--- config.mk ---
export PLATFORM = sky130hd
export DESIGN_NAME = i2s_rx
export DESIGN_NICKNAME = d
export VERILOG_FILES = /design/src/rtl/i2s_pkg.sv /design/src/rtl/i2s_rx_sync.sv /design/src/rtl/i2s_rx.sv
export SDC_FILE = /design/constraint.sdc
export NUM_CORES = 1
export LEC_CHECK = 0
export ABC_AREA = 1
export BUFFER_PORTS_ARGS = -buffer_cell sky130_fd_sc_hd__buf_4
export CORE_ASPECT_RATIO = 0.7
export CORE_MARGIN = 4
export CORE_UTILIZATION = 40
export DETAILED_ROUTE_END_ITERATION = 10
export PLACE_DENSITY_LB_ADDON = 0.25
export SETUP_SLACK_MARGIN = 0.5
export SKIP_CTS_REPAIR_TIMING = 1
export SLEW_MARGIN = 40
export SYNTH_ARGS = -nofsm -noshare
export SYNTH_HDL_FRONTEND = slang
export SYNTH_HIERARCHICAL = 1
export SYNTH_SLANG_ARGS = --single-unit
--- constraint.sdc ---
create_clock -name mclk_i -period 2.4 [get_ports mclk_i]
set_input_delay 0 -clock mclk_i [delete_from_list [all_inputs] [get_ports mclk_i]]
set_output_delay 0 -clock mclk_i [all_outputs]
set_load 0.01 [all_outputs]
--- src/rtl/i2s_pkg.sv ---
// i2s_pkg: shared I2S constants and types for the PCM1808 audio front end.
// Used by the I2S clock master, i2s_rx and the future i2s_tx.
//   MCLK_PER_BCLK  : mclk cycles per bit clock period
//   BCLK_PER_FRAME : bit clocks per stereo frame
//   SLOT_WIDTH     : bit clocks per channel slot
//   SAMPLE_W       : bits per PCM sample
package i2s_pkg;

  localparam int unsigned MCLK_PER_BCLK  = 4;
  localparam int unsigned BCLK_PER_FRAME = 64;
  localparam int unsigned SLOT_WIDTH     = 32;
  localparam int unsigned SAMPLE_W       = 24;

  typedef logic signed [SAMPLE_W-1:0] sample_t;

  // Explicit encodings keep the state values identical to the legacy RTL.
  typedef enum logic [1:0] {
    IDLE  = 2'd0,
    ALIGN = 2'd1,
    RUN   = 2'd2
  } rx_state_t;

endpackage

--- src/rtl/i2s_rx_sync.sv ---
// i2s_rx_sync: brings the I2S pad signals into the mclk domain and detects
// bit-clock rising edges and word-select transitions.
//   clk       : mclk
//   srst_n    : synchronous active-low reset
//   bclk      : raw I2S bit clock
//   lrclk     : raw I2S word select
//   dout      : raw serial data
//   bclk_rise : one-cycle pulse on each synchronized bclk rising edge
//   lr_edge   : bclk_rise where word select differs from its previous bclk_rise value
//   lrclk_cur : synchronized word select
//   dout_cur  : synchronized serial data (aligned with bclk_rise)
module i2s_rx_sync #(
  parameter int unsigned SYNC_STAGES = 2
) (
  input  logic clk,
  input  logic srst_n,
  input  logic bclk,
  input  logic lrclk,
  input  logic dout,
  output logic bclk_rise,
  output logic lr_edge,
  output logic lrclk_cur,
  output logic dout_cur
);

  logic [SYNC_STAGES-1:0] bclk_sr;
  logic [SYNC_STAGES-1:0] lrclk_sr;
  logic [SYNC_STAGES-1:0] dout_sr;
  logic                   bclk_d;
  logic                   lr_d;
  logic                   bclk_cur;

  assign bclk_cur  = bclk_sr[SYNC_STAGES-1];
  assign lrclk_cur = lrclk_sr[SYNC_STAGES-1];
  assign dout_cur  = dout_sr[SYNC_STAGES-1];

  assign bclk_rise = bclk_cur & ~bclk_d;
  assign lr_edge   = bclk_rise & (lrclk_cur ^ lr_d);

  always_ff @(posedge clk) begin
    if (!srst_n) begin
      bclk_sr  <= '0;
      lrclk_sr <= '0;
      dout_sr  <= '0;
      bclk_d   <= 1'b0;
      lr_d     <= 1'b0;
    end else begin
      // Shift form works for any depth, including a single stage.
      bclk_sr  <= (bclk_sr  << 1) | SYNC_STAGES'(bclk);
      lrclk_sr <= (lrclk_sr << 1) | SYNC_STAGES'(lrclk);
      dout_sr  <= (dout_sr  << 1) | SYNC_STAGES'(dout);
      bclk_d   <= bclk_cur;
      // Word select is only meaningful at bit-clock sample points.
      if (bclk_rise) begin
        lr_d <= lrclk_cur;
      end
    end
  end

endmodule

--- src/rtl/i2s_rx.sv ---
// i2s_rx: PCM1808 I2S receiver. Deserializes DOUT into signed left/right
// samples and presents each stereo pair with a one-cycle valid strobe.
//   mclk_i     : master clock, all logic on its rising edge
//   srst_n_i   : synchronous active-low reset
//   enable_i   : capture enable (devices-ready flag)
//   bclk_i     : I2S bit clock (mclk/4)
//   lrclk_i    : word select, 0 = left, 1 = right
//   dout_i     : ADC serial data, MSB first, one-bit I2S delay
//   left_o     : signed left sample
//   right_o    : signed right sample
//   valid_o    : one-cycle strobe, outputs stable until the next strobe
//   slot_err_o : sticky flag, a slot ended with the wrong bit count
module i2s_rx #(
  parameter int unsigned DATA_WIDTH  = 24,
  parameter int unsigned SLOT_WIDTH  = 32,
  parameter int unsigned SYNC_STAGES = 2
) (
  input  logic                         mclk_i,
  input  logic                         srst_n_i,
  input  logic                         enable_i,
  input  logic                         bclk_i,
  input  logic                         lrclk_i,
  input  logic                         dout_i,
  output logic signed [DATA_WIDTH-1:0] left_o,
  output logic signed [DATA_WIDTH-1:0] right_o,
  output logic                         valid_o,
  output logic                         slot_err_o
);

  import i2s_pkg::*;

  localparam int unsigned   CW        = $clog2(SLOT_WIDTH);
  localparam logic [CW-1:0] CNT_MAX   = CW'(SLOT_WIDTH - 1);
  localparam logic [CW-1:0] LAST_DATA = CW'(DATA_WIDTH - 1);

  logic                  bclk_rise;
  logic                  lr_edge;
  logic                  lrclk_cur;
  logic                  dout_cur;

  rx_state_t             state;
  logic [CW-1:0]         bit_cnt;
  logic [DATA_WIDTH-1:0] shift_q;
  logic [DATA_WIDTH-1:0] word_next;
  logic [DATA_WIDTH-1:0] left_hold;
  logic [DATA_WIDTH-1:0] right_hold;
  logic                  chan;
  logic                  left_ok;
  logic                  pend;

  i2s_rx_sync #(
    .SYNC_STAGES (SYNC_STAGES)
  ) u_sync (
    .clk       (mclk_i),
    .srst_n    (srst_n_i),
    .bclk      (bclk_i),
    .lrclk     (lrclk_i),
    .dout      (dout_i),
    .bclk_rise (bclk_rise),
    .lr_edge   (lr_edge),
    .lrclk_cur (lrclk_cur),
    .dout_cur  (dout_cur)
  );

  assign word_next = {shift_q[DATA_WIDTH-2:0], dout_cur};

  always_ff @(posedge mclk_i) begin
    if (!srst_n_i) begin
      state      <= IDLE;
      bit_cnt    <= '0;
      shift_q    <= '0;
      left_hold  <= '0;
      right_hold <= '0;
      chan       <= 1'b0;
      left_ok    <= 1'b0;
      pend       <= 1'b0;
      left_o     <= '0;
      right_o    <= '0;
      valid_o    <= 1'b0;
      slot_err_o <= 1'b0;
    end else begin
      valid_o <= 1'b0;
      if (!enable_i) begin
        // Disable overrides any word completing this cycle.
        state   <= IDLE;
        left_ok <= 1'b0;
        pend    <= 1'b0;
      end else begin
        // Publishing sits ahead of the FSM so a same-cycle set of pend wins.
        if (pend) begin
          left_o  <= left_hold;
          right_o <= right_hold;
          valid_o <= 1'b1;
          pend    <= 1'b0;
        end
        case (state)
          IDLE: state <= ALIGN;
          ALIGN: begin
            if (lr_edge && !lrclk_cur) begin
              state   <= RUN;
              bit_cnt <= '0;
              shift_q <= '0;
              chan    <= 1'b0;
              left_ok <= 1'b0;
            end
          end
          RUN: begin
            if (bclk_rise) begin
              if (lr_edge) begin
                // Slot boundary; the bit sampled here is the I2S delay bit.
                if (bit_cnt != CNT_MAX) begin
                  slot_err_o <= 1'b1;
                  state      <= ALIGN;
                  left_ok    <= 1'b0;
                end
                bit_cnt <= '0;
                shift_q <= '0;
                chan    <= lrclk_cur;
              end else begin
                if (bit_cnt != CNT_MAX) begin
                  bit_cnt <= bit_cnt + 1'b1;
                end
                if (32'(bit_cnt) < DATA_WIDTH) begin
                  shift_q <= word_next;
                end
                if (bit_cnt == LAST_DATA) begin
                  if (!chan) begin
                    left_hold <= word_next;
                    left_ok   <= 1'b1;
                  end else begin
                    right_hold <= word_next;
                    pend       <= left_ok;
                    left_ok    <= 1'b0;
                  end
                end
              end
            end
          end
          default: state <= IDLE;
        endcase
      end
    end
  end

endmodule

==> summary.md, run 1 <==
| Metric | Value |
|---|---|
| Inst Count DP | `900` |
| Post-Place Worst Slack | `between 300 and 400 ps` |
| Synthesized instance count | `slightly below 700` |
| Die W | `147 um` |
| Die Ht | `105 um` |
| Final non-filler cell total | `between 900 and 1000` |
| Diodes inserted | `0` |
| Sequential share of power | `0.437` |
| Hold depth | `3` |
| Clock Skews | `roughly 5.7 ps` |
| Root Buffer | `clkbuf_16` |
| Vias in the first global route | `4280` |
| Largest net degree at the start of global routing | `between 70 and 80` |
| Setup repair after global routing missed its margin | `false` |
| Hold Crit Class | `input port to flip-flop` |
| Post-synthesis mux area share | `0` |
| Post-synthesis register bit count | `between 100 and 150` |
| Adder-Cell Fraction of Synth Area | `0.00464` |
| Initial core utilization | `0.409` |
| Final period util | `0.741` |
| Status | `finished, final reports clean` |
| WHS | `between 60 and 70 ps` |
| Dpl hpwl | `approximately 8200 um` |
| Placer Congestion | `~0.85` |
| Leakage | `between 2 and 3 nW` |
| DR vias | `4550` |
| Slew Limit Fails | `0` |
| Power Dens Cells | `approximately 800 mW/mm2` |
| Clock Tree Buf Depth | `2` |
| Register area share after synthesis | `0.516` |
| DRT met1 WL | `around 6100 um` |
| Mapped Area | `0.00540 mm2` |
| Combinational power share | `0.033` |
| CTS tree | `yes` |
| Setup slack, reg-to-reg | `620 ps` |
| Initial antenna violation count | `0` |
| Compound-Gate Fraction of Synth Area | `0.131` |
| Pwr Total | `~5.3 mW` |
| DR WL met2 | `between 5000 and 6000 um` |
| Number of nets with antenna violations after routing | `0` |
| Syn Nets | `701` |
| Max-Cap Viols | `0` |
| Vias per cell | `~4.8` |
| R2R depth | `11` |
| # fillers | `~1300` |
| Xor and xnor area share after synthesis | `0` |
| Largest family of logic cells by synthesized area | `simple AND/OR/NAND/NOR gates` |
| Highest routed layer | `met4` |
| Area of the die | `0.0154 mm2` |
| Critical path peak fanout | `23` |
| Number of I/O pins | `56` |
| GRT Util Overall | `0.163` |
| Minimum clock period | `1780 ps` |
| Reg-to-Reg End | `shift_q[13]` |
| DP Area | `between 0.005 and 0.006 mm2` |
| Startpoint types | `flip-flop` |
| Total CTS buffers | `17` |
| Depth of the CTS H-tree | `4` |
| GR Overflow Total | `0` |
| DRC Markers | `0` |
| Pint | `4.23 mW` |
| Relative slew margins | `0.615` |
| Setup violators final | `0` |
| Setup Crit Path Kind | `flip-flop to flip-flop` |
| TritonCTS Sinks | `139` |
| Syn Area/Cell | `7.79 um2` |
| Worst Tran Pin Value | `approximately 580 ps` |
| P_sw | `approximately 1.1 mW` |
| Final Hold Fails | `0` |
| First-pass DRT Iterations | `5` |
| Layout cell share with drive strength beyond 1 | `0.177` |
| Critical Path AT | `about 2100 ps` |
| Final core occ | `0.505` |
| Required time of the critical path | `around 2700 ps` |
| Synth Area in Simple Gates | `0.272` |
| Setup TNS | `0 ps` |
| Wire per inst | `13.3 um` |
| Synthesis-to-finish area growth | `23.4%` |
| Post-route cell area | `between 0.006 and 0.007 mm2` |
| CP Capture Type | `flip-flop` |
| Net Sw Frac | `0.207` |
| Final worst setup slack | `~620 ps` |
| Core area | `~0.013 mm2` |
| Crit path from | `u_sync/bclk_sr[1]` |
| Worst skew pair latency | `roughly 410 ps` |
| Worst vdd ir | `roughly 480 uV` |
| Power share of the clock group | `0.530` |
| Met3 WL | `around 770 um` |
| Port bufs | `between 50 and 60` |
| Clock transition at path regs | `about 60 ps` |
| DRT Wirelength | `~13000 um` |
| Timing endpoint of the critical path | `shift_q[13]` |
| NumNets Final | `around 760` |
| First-pass GRT wire length | `20500 um` |
| Startpoint of the worst register-to-register path | `u_sync/bclk_sr[1]` |
| Fmax | `between 0.5 and 0.6 GHz` |
| Count of cell types in the netlist | `28` |
| Hold Startpoint | `srst_n_i` |
| Synth Warn # | `6` |
| FP Rows | `35` |
| Initial DRC count | `around 250` |
-- cells by family after synthesis --
| group | after synthesis |
|---|---|
| DFF | 139 |
| AOI/OAI and AO/OA | 137 |
| and+or+nand+nor | 335 |
| adders and majority gates | 2 |
| buffers and inverters | 80 |
-- registers in the layout, indices dropped and copies added (netlist names) --
register         cells
state                2
chan                 1
u_sync/lrclk_sr      2
slot_err_o           1
u_sync/dout_sr       2
left_hold           24
shift_q             23
left_ok              1
pend                 1
right_o             24
u_sync/bclk_d        1
right_hold          24
bit_cnt              5
u_sync/bclk_sr       2
u_sync/lr_d          1
valid_o              1
left_o              24
-- worst min path at each step --
stage                    endpoint  slack (ps)
2_1_floorplan   u_sync/bclk_sr[0]          90
3_3_place_gp    u_sync/bclk_sr[0]         180
3_5_place_dp    u_sync/bclk_sr[0]         190
4_1_cts         u_sync/bclk_sr[0]        -250
5_1_grt        u_sync/lrclk_sr[0]         110
6_report        u_sync/dout_sr[0]          60
-- layout make-up --
cell class	instances	area (um2)	share of cell area
timing repair buffer	76	592	0.0889
clock inverter	9	160	0.0241
inverter	39	151	0.0227
sequential	139	2780	0.418
clock buffer	23	488	0.0733
tap	185	231	0.0348
multi-input combinational	477	2250	0.338
-- Yosys cell counts --
| library cell | n | area, um2 |
|---|---|---|
| ha_1 | 2 | 25.0 |
| inv_4 | 1 | 6.26 |
| nand2_2 | 4 | 25.0 |
| inv_2 | 5 | 18.8 |
| a21oi_1 | 33 | 165 |
| nand3_1 | 17 | 85.1 |
| o21ai_0 | 89 | 445 |
| nor2_1 | 203 | 762 |
| buf_4 | 2 | 15.0 |
| nor2_8 | 3 | 60.1 |
| o21ai_1 | 9 | 45.0 |
| nor2_4 | 2 | 22.5 |
| nand2_1 | 83 | 312 |
| nand4_1 | 1 | 6.26 |
| nand3_4 | 1 | 17.5 |
| inv_1 | 33 | 124 |
| buf_6 | 7 | 78.8 |
| nand4_4 | 1 | 21.3 |
| buf_1 | 2 | 7.51 |
| dfxtp_1 | 139 | 2780 |
| nor2_2 | 3 | 18.8 |
| buf_12 | 2 | 40.0 |
| nand3b_1 | 15 | 113 |
| clkbuf_1 | 21 | 78.8 |
| buf_2 | 6 | 30.0 |
| buf_8 | 1 | 15.0 |
| nand2_4 | 2 | 22.5 |
| a21oi_2 | 6 | 52.6 |
-- power by group through the flow --
stage | clock [mW] | combinational (mW) | sequential, mW
after floorplan | 0 | 0.133 | 2.38
after global placement | 0 | 0.153 | 2.38
after detailed placement | 0 | 0.156 | 2.38
after CTS | 2.87 | 0.158 | 2.33
after global routing | 2.98 | 0.197 | 2.33
final | 2.83 | 0.174 | 2.33
-- layer usage --
layer,vias to the layer above,track usage
met1,2094,0.218
met3,13,0.0468
met4,0,0.0584
met2,118,0.251
li1,2325,-
met5,-,0
-- worst max-delay path, stage by stage (launching register included) --
cell	delay, ps
dfxtp_1	360
inv_2	60
nor2_4	110
nand2_1	100
nor2_4	140
buf_4	150
nor2_8	50
buf_4	150
nand3_4	70
buf_6	220
nand3b_1	110
a21oi_1	170
-- cells in the final DEF (no fill, tap or decap) --
master / synthesis / layout
nand2_2: 4 / 3
nor2_1: 203 / 202
dfxtp_1: 139 / 139
nand4_1: 1 / 1
nor2_8: 3 / 3
clkbuf_16: 0 / 17
nand4_4: 1 / 1
nor2_4: 2 / 6
nand2_4: 2 / 3
dlygate4sd3_1: 0 / 4
o21ai_0: 89 / 89
o21ai_1: 9 / 9
inv_2: 5 / 5
nand3_1: 17 / 17
inv_4: 1 / 2
ha_1: 2 / 2
nand2_1: 83 / 83
buf_4: 2 / 70
clkbuf_8: 0 / 4
buf_8: 1 / 1
clkinv_4: 0 / 4
nor2_2: 3 / 2
inv_1: 33 / 32
clkinv_2: 0 / 1
nand3b_1: 15 / 15
a21oi_2: 6 / 6
nand4_2: 0 / 1
bufinv_16: 0 / 4
a21oi_1: 33 / 33
clkbuf_1: 21 / 2
nand3_4: 1 / 1
buf_6: 7 / 1
No activity file was read; power rests on OpenSTA's default activity.
==> run 2, diff against run 1 <==
clock period = 1.45 ns   (was 2.4 ns; I/O delays follow)
==> run 2 against run 1 <==
The flow now finishes with violations (hold timing, setup timing). Clock-buffer cell count fell by 3. Cell area is 10% higher. Die area did not move. Core utilization is 5.2 points higher. Cell count rose by 3.6%. Total power up 58%. Clock power is 47% higher. Hold slack worse by 82 ps. Fmax grew 9.5%. First-iteration DRC count rose by 8.3%. Via count up 4.6%. Critical path type unchanged. Critical endpoint is now shift_q[21]. Largest cell class unchanged. Largest power group unchanged. Highest routed layer unchanged.
==> summary.md, run 2 (synthesis results as in run 1) <==
| Metric | Value |
|---|---|
| Status | `complete, but fails checks` |
| Failing checks | `hold timing, setup timing` |
| Power Dens Cells | `1150 mW/mm2 (+44%)` |
| Worst vdd ir | `899 uV (+88%)` |
| Worst path cell trace | `nor2_2, nor2_4, buf_12, nor2_8, nand3_4, clkbuf_16, nand3b_1, a21oi_1` |
| CTS tree | `yes` |
| Initial antenna violation count | `0 (unchanged)` |
| Area of the die | `0.0154 mm2 (unchanged)` |
| WHS | `-17.1 ps (-81.7 ps)` |
| Critical Path AT | `1910 ps (-200 ps)` |
| Power share of the clock group | `0.494 (-0.036)` |
| Root Buffer | `clkbuf_16` |
| Leakage | `2.96 nW (+8.8%)` |
| Dpl hpwl | `8450 um (+3.2%)` |
| First-pass DRT Iterations | `6 (+1)` |
| Core area | `0.0132 mm2 (unchanged)` |
| Worst skew pair latency | `410 ps (about the same)` |
| Largest net degree at the start of global routing | `53 (-26%)` |
| Net Sw Frac | `0.233 (+0.0260)` |
| # fillers | `1180 (-6.2%)` |
| Number of nets with antenna violations after routing | `0 (unchanged)` |
| P_sw | `1.97 mW (+78%)` |
| Synthesis-to-finish area growth | `36.0%` |
| Wire per inst | `13.8 um (+3.3%)` |
| Final period util | `1.12 (+0.379)` |
| Total CTS buffers | `17 (unchanged)` |
| CP Capture Type | `flip-flop` |
| Sequential share of power | `0.457 (+0.020)` |
| Critical path peak fanout | `11 (-52%)` |
| Clock Tree Buf Depth | `2 (unchanged)` |
| Setup Crit Path Kind | `flip-flop to flip-flop` |
| Setup repair after global routing missed its margin | `true` |
| Worst Tran Pin Value | `367 ps (-211 ps)` |
| Placer Congestion | `0.796 (-5.8%)` |
| DR vias | `4758 (+4.6%)` |
| Startpoint types | `flip-flop` |
| Pint | `6.48 mW (+53%)` |
| Most frequent cells in the layout | `nor2_1, dfxtp_1, buf_4, nand2_1, o21ai_1` |
| Diodes inserted | `0 (unchanged)` |
| Initial core utilization | `0.409 (unchanged)` |
| NumNets Final | `792 (+4.5%)` |
| Clock Skews | `8.00 ps (+2.34 ps)` |
| Vias per cell | `4.85 (+0.95%)` |
| Relative slew margins | `0.756 (+0.141)` |
| Slowest stage delay, CP | `360 ps (about the same)` |
| Fmax | `0.616 GHz (+9.5%)` |
| Die Ht | `105 um (unchanged)` |
| Inst Count DP | `927 (+3.0%)` |
| GRT Util Overall | `0.163 (-0.000429)` |
| Initial DRC count | `274 (+8.3%)` |
| Most common cell after layout, fill and taps aside | `nor2_1` |
| Port bufs | `55 (unchanged)` |
| DRC Markers | `0 (unchanged)` |
| TritonCTS Sinks | `139 (unchanged)` |
| Final non-filler cell total | `982 (+3.6%)` |
| Combinational power share | `0.050 (+0.017)` |
| Slew Limit Fails | `0 (unchanged)` |
| FP Rows | `35 (unchanged)` |
| Final worst setup slack | `-174 ps (-796 ps)` |
| Number of I/O pins | `56 (unchanged)` |
| Minimum clock period | `1620 ps (-154 ps)` |
| Max-Cap Viols | `0 (unchanged)` |
| Required time of the critical path | `1730 ps (-1000 ps)` |
| Vias in the first global route | `4371 (+2.1%)` |
| Final Hold Fails | `2 (+2)` |
| Critical path buffers and inverters | `2 (-2)` |
| Clock transition at path regs | `60 ps (about the same)` |
| GR Overflow Total | `0 (unchanged)` |
| Depth of the CTS H-tree | `4 (unchanged)` |
| First-pass GRT wire length | `20600 um (+0.37%)` |
| Die W | `147 um (unchanged)` |
| Layout cell share with drive strength beyond 1 | `0.291 (+0.114)` |
| DRT Wirelength | `13500 um (+7.0%)` |
| Slowest-stage cell, CP | `dfxtp_4` |
| Hold Crit Class | `input port to flip-flop` |
| Setup violators final | `77 (+77)` |
| CP top delay family | `simple AND/OR/NAND/NOR gates` |
==> run 2: worst min-delay path, cell delays in order <==
cell	delay, ps
buf_4	220
nand2_1	100
inv_1	30
==> run 2: path summary, 6_finish.rpt <==
check,cells past startpoint,slack (ps),from,to
max,8,-170,u_sync/lrclk_sr[1],shift_q[21]
min,3,-20,srst_n_i,u_sync/dout_sr[0]
max reg2reg,8,-170,u_sync/lrclk_sr[1],shift_q[21]
min reg2reg,2,410,u_sync/lrclk_sr[0],u_sync/lrclk_sr[1]
==> run 2: layer usage <==
layer,GRT usage,routed length [um],vias up,part of all wire
met1,0.214,6330,2211,0.47
li1,-,-,2416,-
met2,0.263,6350,112,0.47
met3,0.0334,664,19,0.049
met4,0.0617,184,0,0.014
met5,0,0,-,0
==> run 2: metrics by stage <==
step	utilization	setup TNS [ps]	instance area (um2)	worst slack, ps	total power [mW]
after floorplan	-	-2330	5560	-103	4.17
final	0.557	-8100	7340	-174	8.44
after CTS	0.514	-5690	6770	-181	8.40
after global routing	0.557	-13440	7340	-219	8.73
after detailed placement	0.470	-4100	6200	-164	4.26
after global placement	0.470	-2550	6200	-132	4.25
==> run 2: cell type report <==
cell class              instances  area (um2)  share of cell area
multi-input cells             477        2500               0.340
inverters                      39         156              0.0213
flip-flops and latches        139        2790               0.380
clock buffers                  20         457              0.0622
well taps                     185         231              0.0315
clock inverters                12         115              0.0157
repair buffers                110        1090               0.149
==> run 2: power by group through the flow <==
stage	Sequential [mW]	Combinational [mW]	Clock (mW)
after floorplan	3.94	0.236	0
after global placement	3.94	0.308	0
after detailed placement	3.94	0.317	0
after CTS	3.85	0.318	4.23
after global routing	3.85	0.462	4.41
final	3.85	0.420	4.17
==> run 3, diff against run 2 <==
PLACE_DENSITY = 0.71   (was not set)
PLACE_DENSITY_LB_ADDON = not set   (was 0.25)
RECOVER_POWER = 25   (was not set)
==> run 3 against run 2 <==
The flow still finishes with violations (hold timing, setup timing). Clock-buffer cell count rose by 2. Clock power rose by 9.8%. Register-to-register slack got worse by 80 ps. Flip-flop and latch count did not move. Die area did not move. Via count rose by 1.1%. Global-route usage fell by 0.085 points. Cell area rose by 2.9%.
==> summary.md, run 3 (synthesis results as in run 1) <==
| Metric | Value |
|---|---|
| Final worst setup slack | `-253 ps (-79.6 ps)` |
| Final Hold Fails | `5 (+3)` |
| First-pass DRT Iterations | `5 (-1)` |
| First-pass GRT wire length | `20500 um (-0.47%)` |
| Most frequent cells in the layout | `nor2_1, dfxtp_1, buf_4, nand2_1, o21ai_0` |
| Fmax | `0.587 GHz (-4.7%)` |
| Vias per cell | `4.85 (about the same)` |
| Worst vdd ir | `809 uV (-10%)` |
| Most common cell after layout, fill and taps aside | `nor2_1` |
| CTS tree | `yes` |
| CP top delay family | `simple AND/OR/NAND/NOR gates` |
| Port bufs | `55 (unchanged)` |
| GR Overflow Total | `0 (unchanged)` |
| FP Rows | `35 (unchanged)` |
| Clock transition at path regs | `60 ps (about the same)` |
| Setup repair after global routing missed its margin | `true` |
| Max-Cap Viols | `0 (unchanged)` |
| Final core occ | `0.573 (+0.0161)` |
| Failing checks | `hold timing, setup timing` |
| Die W | `147 um (unchanged)` |
| Total CTS buffers | `17 (unchanged)` |
| Depth of the CTS H-tree | `4 (unchanged)` |
| Minimum clock period | `1700 ps (+79.6 ps)` |
| Startpoint types | `flip-flop` |
| GRT Util Overall | `0.162 (-0.000847)` |
| Clock Skews | `7.46 ps (-0.545 ps)` |
| Hold Crit Class | `input port to flip-flop` |
| NumNets Final | `802 (+1.3%)` |
| Slew Limit Fails | `0 (unchanged)` |
| Final non-filler cell total | `992 (+1.0%)` |
| Initial core utilization | `0.409 (unchanged)` |
| Worst Tran Pin Value | `383 ps (+16.2 ps)` |
| Pwr Total | `8.84 mW (+4.8%)` |
| Diodes inserted | `0 (unchanged)` |
| Initial DRC count | `325 (+19%)` |
| Status | `complete, but fails checks` |
| Vias in the first global route | `4294 (-1.8%)` |
| Critical path peak fanout | `12 (+1)` |
| CP Capture Type | `flip-flop` |
| Critical path buffers and inverters | `2 (unchanged)` |
| Critical Path AT | `2040 ps (+130 ps)` |
| Setup violators final | `65 (-16%)` |
| Dpl hpwl | `7980 um (-5.6%)` |
| Core area | `0.0132 mm2 (unchanged)` |
| Required time of the critical path | `1790 ps (+60 ps)` |
| Inst Count DP | `930 (+0.32%)` |
| DP Area | `0.00622 mm2 (+0.36%)` |
| Power Dens Cells | `1170 mW/mm2 (+1.8%)` |
| DR vias | `4808 (+1.1%)` |
| Largest net degree at the start of global routing | `61 (+15%)` |
| DRT Wirelength | `13900 um (+3.1%)` |
| Placer Congestion | `0.823 (+3.4%)` |
| Area of the die | `0.0154 mm2 (unchanged)` |
| Worst skew pair latency | `420 ps (about the same)` |
| DRC Markers | `0 (unchanged)` |
| Post-Place Worst Slack | `-144 ps (+20.3 ps)` |
| Root Buffer | `clkbuf_16` |
| TritonCTS Sinks | `139 (unchanged)` |
| Wire per inst | `14.0 um (+2.0%)` |
| Relative slew margins | `0.745 (-0.0108)` |
| Leakage | `3.06 nW (+3.6%)` |
| Clock Tree Buf Depth | `2 (unchanged)` |
| Layout cell share with drive strength beyond 1 | `0.317 (+0.0261)` |
| Final period util | `1.17 (+0.0549)` |
| Worst path cell trace | `inv_2, nor2_4, nand2_2, nor2_4, nand2_1, nand2_2, nand2_4, nor2_8, clkbuf_16, nand3b_1, a21oi_1` |
| Setup Crit Path Kind | `flip-flop to flip-flop` |
| Setup TNS | `-5350 ps (+2750 ps)` |
| Initial antenna violation count | `0 (unchanged)` |
| WHS | `-19.8 ps (-2.70 ps)` |
| Post-route cell area | `0.00755 mm2 (+2.9%)` |
| Number of nets with antenna violations after routing | `0 (unchanged)` |
| Slowest stage delay, CP | `330 ps (-30 ps)` |
| Slowest-stage cell, CP | `dfxtp_2` |
| Die Ht | `105 um (unchanged)` |
| Number of I/O pins | `56 (unchanged)` |
| Synthesis-to-finish area growth | `40.0%` |
## run 3: worst paths after layout
path         depth (start not counted)  slack [ps]                  to                from
min reg2reg                          2         410  u_sync/lrclk_sr[1]  u_sync/lrclk_sr[0]
min                                  3         -20  u_sync/lrclk_sr[1]            srst_n_i
max reg2reg                         11        -250         shift_q[17]   u_sync/bclk_sr[1]
max                                 11        -250         shift_q[17]   u_sync/bclk_sr[1]
## run 3: area by class of cell
type	count	area, um2
repair buffers	121	1140
well taps	185	231
fillers	1129	5630
flip-flops and latches	139	2800
inverters	39	166
repair inverters	2	20.0
clock inverters	10	164
clock buffers	22	454
multi-input cells	474	2580
## run 3: worst min-delay path, delay by kind of cell
kind	cells	cell delay, ps
buffers and inverters	2	260
AND/OR/NAND/NOR	1	100
## run 3: power breakdown
group          leakage [nW]  total [mW]  internal (mW)  switching, mW
registers              1.12        3.85           3.84         0.0166
logic                  1.64       0.409          0.162          0.247
clock network         0.299        4.58           2.93           1.65
total                  3.06        8.84           6.93           1.91
## run 3: metal layers
metal,global-route usage,share of wire
met1,0.224,0.46
met2,0.243,0.46
met3,0.0516,0.070
met4,0.0443,0.0095
met5,0,0
